$ cat config.mk
export PLATFORM = sky130hd
export DESIGN_NAME = playfield_scan_ctrl
export DESIGN_NICKNAME = d
export VERILOG_FILES = /design/src/rtl/tetris_pkg.sv /design/src/rtl/vga_pkg.sv /design/src/rtl/pf_line_buffer.sv /design/src/rtl/playfield_scan_ctrl.sv
export SDC_FILE = /design/constraint.sdc
export NUM_CORES = 1
export LEC_CHECK = 0
export BUFFER_PORTS_ARGS = -buffer_cell sky130_fd_sc_hd__buf_4
export CORE_ASPECT_RATIO = 0.9
export CORE_MARGIN = 10
export CORE_UTILIZATION = 49
export DETAILED_ROUTE_END_ITERATION = 8
export GPL_ROUTABILITY_DRIVEN = 0
export PLACE_DENSITY = 0.82
export SLEW_MARGIN = 10
export SYNTH_ARGS = -nofsm -noshare
export SYNTH_HDL_FRONTEND = slang
export SYNTH_SLANG_ARGS = --single-unit
$ cat constraint.sdc
create_clock -name PCLK_I -period 2 [get_ports PCLK_I]
set_input_delay 0.4 -clock PCLK_I [delete_from_list [all_inputs] [get_ports PCLK_I]]
set_output_delay 0.4 -clock PCLK_I [all_outputs]
set_load 0.01 [all_outputs]
$ cat src/rtl/tetris_pkg.sv
// tetris_pkg: board geometry, colour codes and scan-controller FSM encoding.
package tetris_pkg;
  localparam int COLS   = 10;
  localparam int ROWS   = 20;
  localparam int CW     = 3;
  localparam int CELL   = 16;
  localparam int PF_X0  = 240;
  localparam int PF_Y0  = 80;
  localparam int RW     = COLS * CW;
  localparam int COL_W  = $clog2(COLS);
  localparam int ROW_W  = 5;
  localparam int CELL_W = $clog2(CELL);
  typedef logic [CW-1:0] color_t;
  localparam color_t C_EMPTY = 3'd0;
  localparam color_t C_I     = 3'd1;
  localparam color_t C_O     = 3'd2;
  localparam color_t C_T     = 3'd3;
  localparam color_t C_S     = 3'd4;
  localparam color_t C_Z     = 3'd5;
  localparam color_t C_J     = 3'd6;
  localparam color_t C_L     = 3'd7;
  typedef enum logic [2:0] {
    ST_IDLE, ST_F_ADDR, ST_F_DATA, ST_G_ADDR, ST_G_DATA, ST_G_ACK
  } state_t;
endpackage

$ cat src/rtl/vga_pkg.sv
// vga_pkg: 640x480 VGA timing constants shared by the video blocks.
package vga_pkg;
  localparam int CNT_W   = 13;
  localparam int H_DISPW = 640;
  localparam int V_DISPW = 480;
  localparam int H_TOTAL = 800;
  localparam int V_TOTAL = 525;
endpackage

$ cat src/rtl/pf_line_buffer.sv
// pf_line_buffer: one board row of cell colours, loaded whole, read per column.
module pf_line_buffer
  import tetris_pkg::*;
(
  input  logic             clk,
  input  logic             rst_n,
  input  logic             load,
  input  logic [RW-1:0]    din,
  input  logic [COL_W-1:0] idx,
  output color_t           dout
);
  logic [RW-1:0] row_q, row_d;
  always_comb begin
    row_d = load ? din : row_q;
    dout  = (idx < COL_W'(COLS)) ? row_q[idx*CW +: CW] : C_EMPTY;
  end
  always_ff @(posedge clk or negedge rst_n)
    if (!rst_n) row_q <= '0;
    else        row_q <= row_d;
endmodule

$ cat src/rtl/playfield_scan_ctrl.sv
// playfield_scan_ctrl: board RAM arbiter (line fetch vs game access) and
// per-pixel playfield colour generator.
module playfield_scan_ctrl
  import vga_pkg::*;
  import tetris_pkg::*;
(
  input  logic             PCLK_I,
  input  logic             RSTN_I,
  input  logic [CNT_W-1:0] HCNT_I,
  input  logic [CNT_W-1:0] VCNT_I,
  input  logic             BLANK_I,
  input  logic             G_REQ_I,
  input  logic             G_WE_I,
  input  logic [ROW_W-1:0] G_ADDR_I,
  input  logic [RW-1:0]    G_WDATA_I,
  output logic             G_ACK_O,
  output logic [RW-1:0]    G_RDATA_O,
  output logic             RAM_EN_O,
  output logic             RAM_WE_O,
  output logic [ROW_W-1:0] RAM_ADDR_O,
  output logic [RW-1:0]    RAM_WDATA_O,
  input  logic [RW-1:0]    RAM_RDATA_I,
  output logic             PF_ACT_O,
  output color_t           PF_COLOR_O,
  output logic             FRAME_O
);
  localparam logic [CNT_W-1:0] HD = CNT_W'(H_DISPW);
  localparam logic [CNT_W-1:0] VD = CNT_W'(V_DISPW);
  localparam logic [CNT_W-1:0] X0 = CNT_W'(PF_X0);
  localparam logic [CNT_W-1:0] X1 = CNT_W'(PF_X0 + COLS * CELL);
  localparam logic [CNT_W-1:0] Y0 = CNT_W'(PF_Y0);
  localparam logic [CNT_W-1:0] Y1 = CNT_W'(PF_Y0 + ROWS * CELL);
  localparam logic [COL_W-1:0]  COL_MAX  = COL_W'(COLS - 1);
  localparam logic [ROW_W-1:0]  ROW_MAX  = ROW_W'(ROWS - 1);
  localparam logic [CELL_W-1:0] CELL_MAX = CELL_W'(CELL - 1);

  state_t              state_q, state_d;
  logic                pend_q, pend_d;
  logic [ROW_W-1:0]    frow_q, frow_d;
  logic [CELL_W-1:0]   flic_q, flic_d;
  logic [COL_W-1:0]    col_q, col_d, col_c;
  logic [CELL_W-1:0]   pic_q, pic_d, pic_c;
  logic                act_q, act_d;
  color_t              color_q, color_d, lb_color;
  logic                frame_q, frame_d;
  logic [RW-1:0]       rdata_q, rdata_d;
  logic [CNT_W-1:0]    vnext;
  logic                trig, g_ok, lb_load, at_x0;

  assign vnext = VCNT_I + 13'd1;
  assign trig  = (HCNT_I == HD) && (vnext >= Y0) && (vnext < Y1);
  assign g_ok  = G_ADDR_I < ROW_W'(ROWS);

  // Fetch row follows the trigger count, not VCNT, so no divide is needed.
  always_comb begin
    frow_d = frow_q;
    flic_d = flic_q;
    if (trig) begin
      flic_d = (vnext == Y0 || flic_q == CELL_MAX) ? '0 : flic_q + 1'b1;
      frow_d = (vnext == Y0) ? '0 :
               (flic_q == CELL_MAX && frow_q != ROW_MAX) ? frow_q + 1'b1 : frow_q;
    end
  end

  always_comb begin
    state_d     = state_q;
    pend_d      = pend_q | trig;
    rdata_d     = rdata_q;
    lb_load     = 1'b0;
    G_ACK_O     = 1'b0;
    RAM_EN_O    = 1'b0;
    RAM_WE_O    = 1'b0;
    RAM_ADDR_O  = '0;
    RAM_WDATA_O = '0;
    case (state_q)
      ST_IDLE: begin
        if (pend_d) begin
          state_d = ST_F_ADDR;
          pend_d  = 1'b0;
        end else if (G_REQ_I) begin
          state_d = ST_G_ADDR;
        end
      end
      ST_F_ADDR: begin
        RAM_EN_O   = 1'b1;
        RAM_ADDR_O = frow_q;
        state_d    = ST_F_DATA;
      end
      ST_F_DATA: begin
        lb_load = 1'b1;
        state_d = ST_IDLE;
      end
      ST_G_ADDR: begin
        RAM_EN_O    = g_ok;
        RAM_WE_O    = g_ok && G_WE_I;
        RAM_ADDR_O  = G_ADDR_I;
        RAM_WDATA_O = G_WDATA_I;
        state_d     = ST_G_DATA;
      end
      ST_G_DATA: begin
        rdata_d = G_WE_I ? rdata_q : (g_ok ? RAM_RDATA_I : '0);
        state_d = ST_G_ACK;
      end
      ST_G_ACK: begin
        G_ACK_O = 1'b1;
        state_d = ST_IDLE;
      end
      default: state_d = ST_IDLE;
    endcase
  end

  // Counters describe the pixel currently on HCNT_I; the output is its registered colour.
  always_comb begin
    at_x0   = HCNT_I == X0;
    col_c   = at_x0 ? '0 : col_q;
    pic_c   = at_x0 ? '0 : pic_q;
    pic_d   = (pic_c == CELL_MAX) ? '0 : pic_c + 1'b1;
    col_d   = (pic_c == CELL_MAX && col_c != COL_MAX) ? col_c + 1'b1 : col_c;
    act_d   = BLANK_I && HCNT_I >= X0 && HCNT_I < X1 && VCNT_I >= Y0 && VCNT_I < Y1;
    color_d = act_d ? lb_color : C_EMPTY;
    frame_d = (HCNT_I == 13'd0) && (VCNT_I == VD);
  end

  pf_line_buffer u_lb (
    .clk   (PCLK_I),
    .rst_n (RSTN_I),
    .load  (lb_load),
    .din   (RAM_RDATA_I),
    .idx   (col_c),
    .dout  (lb_color)
  );

  always_ff @(posedge PCLK_I or negedge RSTN_I)
    if (!RSTN_I) begin
      state_q <= ST_IDLE;
      pend_q  <= 1'b0;
      frow_q  <= '0;
      flic_q  <= '0;
      col_q   <= '0;
      pic_q   <= '0;
      act_q   <= 1'b0;
      color_q <= C_EMPTY;
      frame_q <= 1'b0;
      rdata_q <= '0;
    end else begin
      state_q <= state_d;
      pend_q  <= pend_d;
      frow_q  <= frow_d;
      flic_q  <= flic_d;
      col_q   <= col_d;
      pic_q   <= pic_d;
      act_q   <= act_d;
      color_q <= color_d;
      frame_q <= frame_d;
      rdata_q <= rdata_d;
    end

  assign PF_ACT_O   = act_q;
  assign PF_COLOR_O = color_q;
  assign FRAME_O    = frame_q;
  assign G_RDATA_O  = rdata_q;
endmodule

==> impl_metrics.csv <==
group,metric,value,unit
synthesis,synth-seq-cells,86,
sta,drv_slew,0,
sta,relSlewSlack,0.647,
sta,fmax,0.461,GHz
final_layout,syn_to_final_growth,47.3,%
status,violations,"setup timing",
die,num_io_pins,169,
cts,cts_tree,"done",
cts,clkSlewWorstSetupHoldPaths,0.10,ns
die,initial_core_util,0.502,
die,dieArea,12900,sq um
hold_path,min_path_type,"in2reg",
sta,tightestPinTransition,0.529,ns
critical_path,crit_type,"in2reg",
sta,fin_ws,-0.168,ns
power_and_ir_drop,pwr_density_cell,1170,nW/um^2
synthesis,ys_warn_count,0,
cts,clk_path_buf_depth,2,
cts,cts_made_buffers,9,
global_routing,grt_overflow,0,
drt,viasPerCell,5.45,
synthesis,ys.flop_type,"dfrtp_1",
placement,place_ws,-0.541,ns
drt,drtAntennaViolNets,0,
final_layout,fin_nets,672,
sta,hold_viol,0,
die,die_y,109,um
synthesis,yosysTopAreaCell,"dfrtp_1",
critical_path,critPathLaunchType,"input pin",
cts,clock_sinks,86,
synthesis,synthesis.area,4310,sq um
synthesis,synth_nets,476,
drt,drt-pass1-iter-count,4,
status,outcome,"finished, violations left",
critical_path,worstSetupEndpointType,"flop",
sta,finalCritPeriodShare,1.08,
global_routing,grt_use_total,0.200,
die,coreArea,8570,sq um
power_and_ir_drop,max-vdd-ir-drop,497,uV
global_routing,grt_pass1_wl,21.2,mm
synthesis,synth.area.top_cells,"dfrtp_1 (50%), a22o_1 (6.3%), and2_1 (5.2%), mux2_1 (5.0%), mux2_2 (3.7%)",
drt,num_vias,3790,
job,max_cap_violations,0,
critical_path,crit_fanout,6,
cts,h-tree-depth,3,
global_routing,grt_max_degree,38,
final_layout,final_util,0.740,
synthesis,synth_area_per_cell,11.5,sq um
sta,timing.hold.ws,0.245,ns
drt,finalWirelength,13.4,mm
sta,rsz0062_at_grt,"true",
power_and_ir_drop,p_leak,3.07,nW
drt,drc,0,
synthesis,seq_area_frac_synth,0.500,
sta,setup-tns-final,-0.918,ns
final_layout,n_antenna_cell,0,
synthesis,netlist_instances,375,
sta,timing.final.crit_period,2.17,ns
synthesis,synth_edf_count,0,
drt,drt_iter0_drc,190,
global_routing,first_global_vias,4142,
die,die_x,119,um
sta,finClkSkew,0.0172,ns
critical_path,worstPathArrival,2.45,ns
die,fp-row-count,32,
sta,setup_violations,9,
final_layout,drive_gt1_frac,0.483,
placement,port_buffers,168,
synthesis,yosysUniqueCellTypes,60,
synthesis,synth_top_area_frac,0.500,
critical_path,worst_ep_required_time,2.28,ns
global_routing,antenna_found_initial,0,
cts,insertion_delay,0.37,ns
cts,root_buffer,"clkbuf_8",
placement,hpwl,10.2,mm
drt,avgRoutedWirePerCell,19.2,um
synthesis,synthArstFlopShare,1.00,
synthesized netlist by cell type, drive strengths merged (4+ instances only):
cell type	count
nor2	16
mux2	33
a21oi	19
mux2i	11
o21ai	4
a22o	31
nand2	9
o2bb2ai	4
nand4	9
ha	5
clkbuf	20
o211ai	5
dfrtp	86
or4	5
and3	4
nand2b	5
inv	12
and2	36
nand3	4
nor3	7
a211oi	4
power by group:
part	internal, W	leakage (nW)	switching, W	total [W]
sequential	0.00238	1.07	0.000496	0.00287
combinational	0.00179	1.89	0.00139	0.00318
clock	0.000720	0.112	0.000668	0.00139
total	0.00489	3.07	0.00255	0.00744
what timing repair did:
action                                  CTS  global route
hold buffers                              1             0
endpoints found under the setup margin   39            50
hold endpoints to repair                 27             0
resized for setup                        16            11
setup buffers                             4             0
pin swaps                                10            13
cloned                                    1             0
sequential cells by signal, summed over array words and instances, names as in the netlist:
signal,count
FRAME_O,1
G_RDATA_O,30
PF_ACT_O,1
PF_COLOR_O,3
col_q,4
flic_q,4
frow_q,5
pend_q,1
pic_q,4
state_q,3
u_lb.row_q,30
routing by layer:
layer / part of all wire / vias to the layer above / wire length [um] / track usage
met5: 0 / - / 0 / 0
met4: 0.026 / 0 / 342 / 0.0906
met3: 0.064 / 26 / 862 / 0.0450
met2: 0.51 / 141 / 6790 / 0.345
met1: 0.40 / 1838 / 5370 / 0.238
li1: - / 1785 / - / -
cell families after synthesis:
kind of cell    after synthesis  share of synthesized area
simple gates                113                      0.162
buf+inv                      34                     0.0317
xor+xnor                      2                    0.00407
fa+ha+maj                     5                     0.0145
flops                        86                      0.500
compound gates               88                      0.160
mux                          47                      0.128
critical path: stages:
cell     delay, ns
buf_6         0.09
or4_4         0.53
or4_4         0.61
and2_4        0.19
ha_4          0.17
nand2_4       0.06
nor3_4        0.06
nand4_1       0.12
mux2i_1       0.21
through the flow:
| stage | power, W | cell area (sq um) | cells |
|---|---|---|---|
| after floorplan | 0.00455 | 4370 | 375 |
| after global placement | 0.00580 | 5960 | 673 |
| after global routing | 0.00787 | 6340 | 695 |
| after CTS | 0.00744 | 6290 | 695 |
| final | 0.00744 | 6340 | 695 |
| after detailed placement | 0.00594 | 5960 | 673 |
cells in the final DEF, fill, tap and decap left out, types with 7 or more instances in the layout:
master / count
a21oi_1: 17
a22o_1: 31
and2_1: 32
buf_4: 194
buf_6: 10
clkbuf_8: 9
dfrtp_1: 85
inv_1: 9
mux2_1: 19
mux2_2: 14
mux2i_1: 11
nand2_1: 7
nand4_1: 8
nor2_1: 14
path summary, 6_finish.rpt:
path	depth (start not counted)	slack, ns	start	endpoint
worst max-delay path	9	-0.17	HCNT_I[9]	col_q[3]
worst min-delay path	2	0.25	RAM_RDATA_I[12]	G_RDATA_O[12]
worst max register to register	6	0.20	flic_q[0]	frow_q[4]
worst min register to register	1	0.49	u_lb.row_q[28]	u_lb.row_q[28]
max in group asynchronous	3	0.76	RSTN_I	G_RDATA_O[9]
min in group asynchronous	2	0.52	RSTN_I	G_RDATA_O[25]
layout make-up:
type / instances / area, sq um
clock inverters: 7 / 105
multi-input cells: 255 / 2140
inverters: 12 / 45.0
repair buffers: 207 / 1620
fillers: 630 / 2230
clock buffers: 9 / 124
well taps: 119 / 149
flip-flops and latches: 86 / 2150
Power figures use the tool's default switching activity.
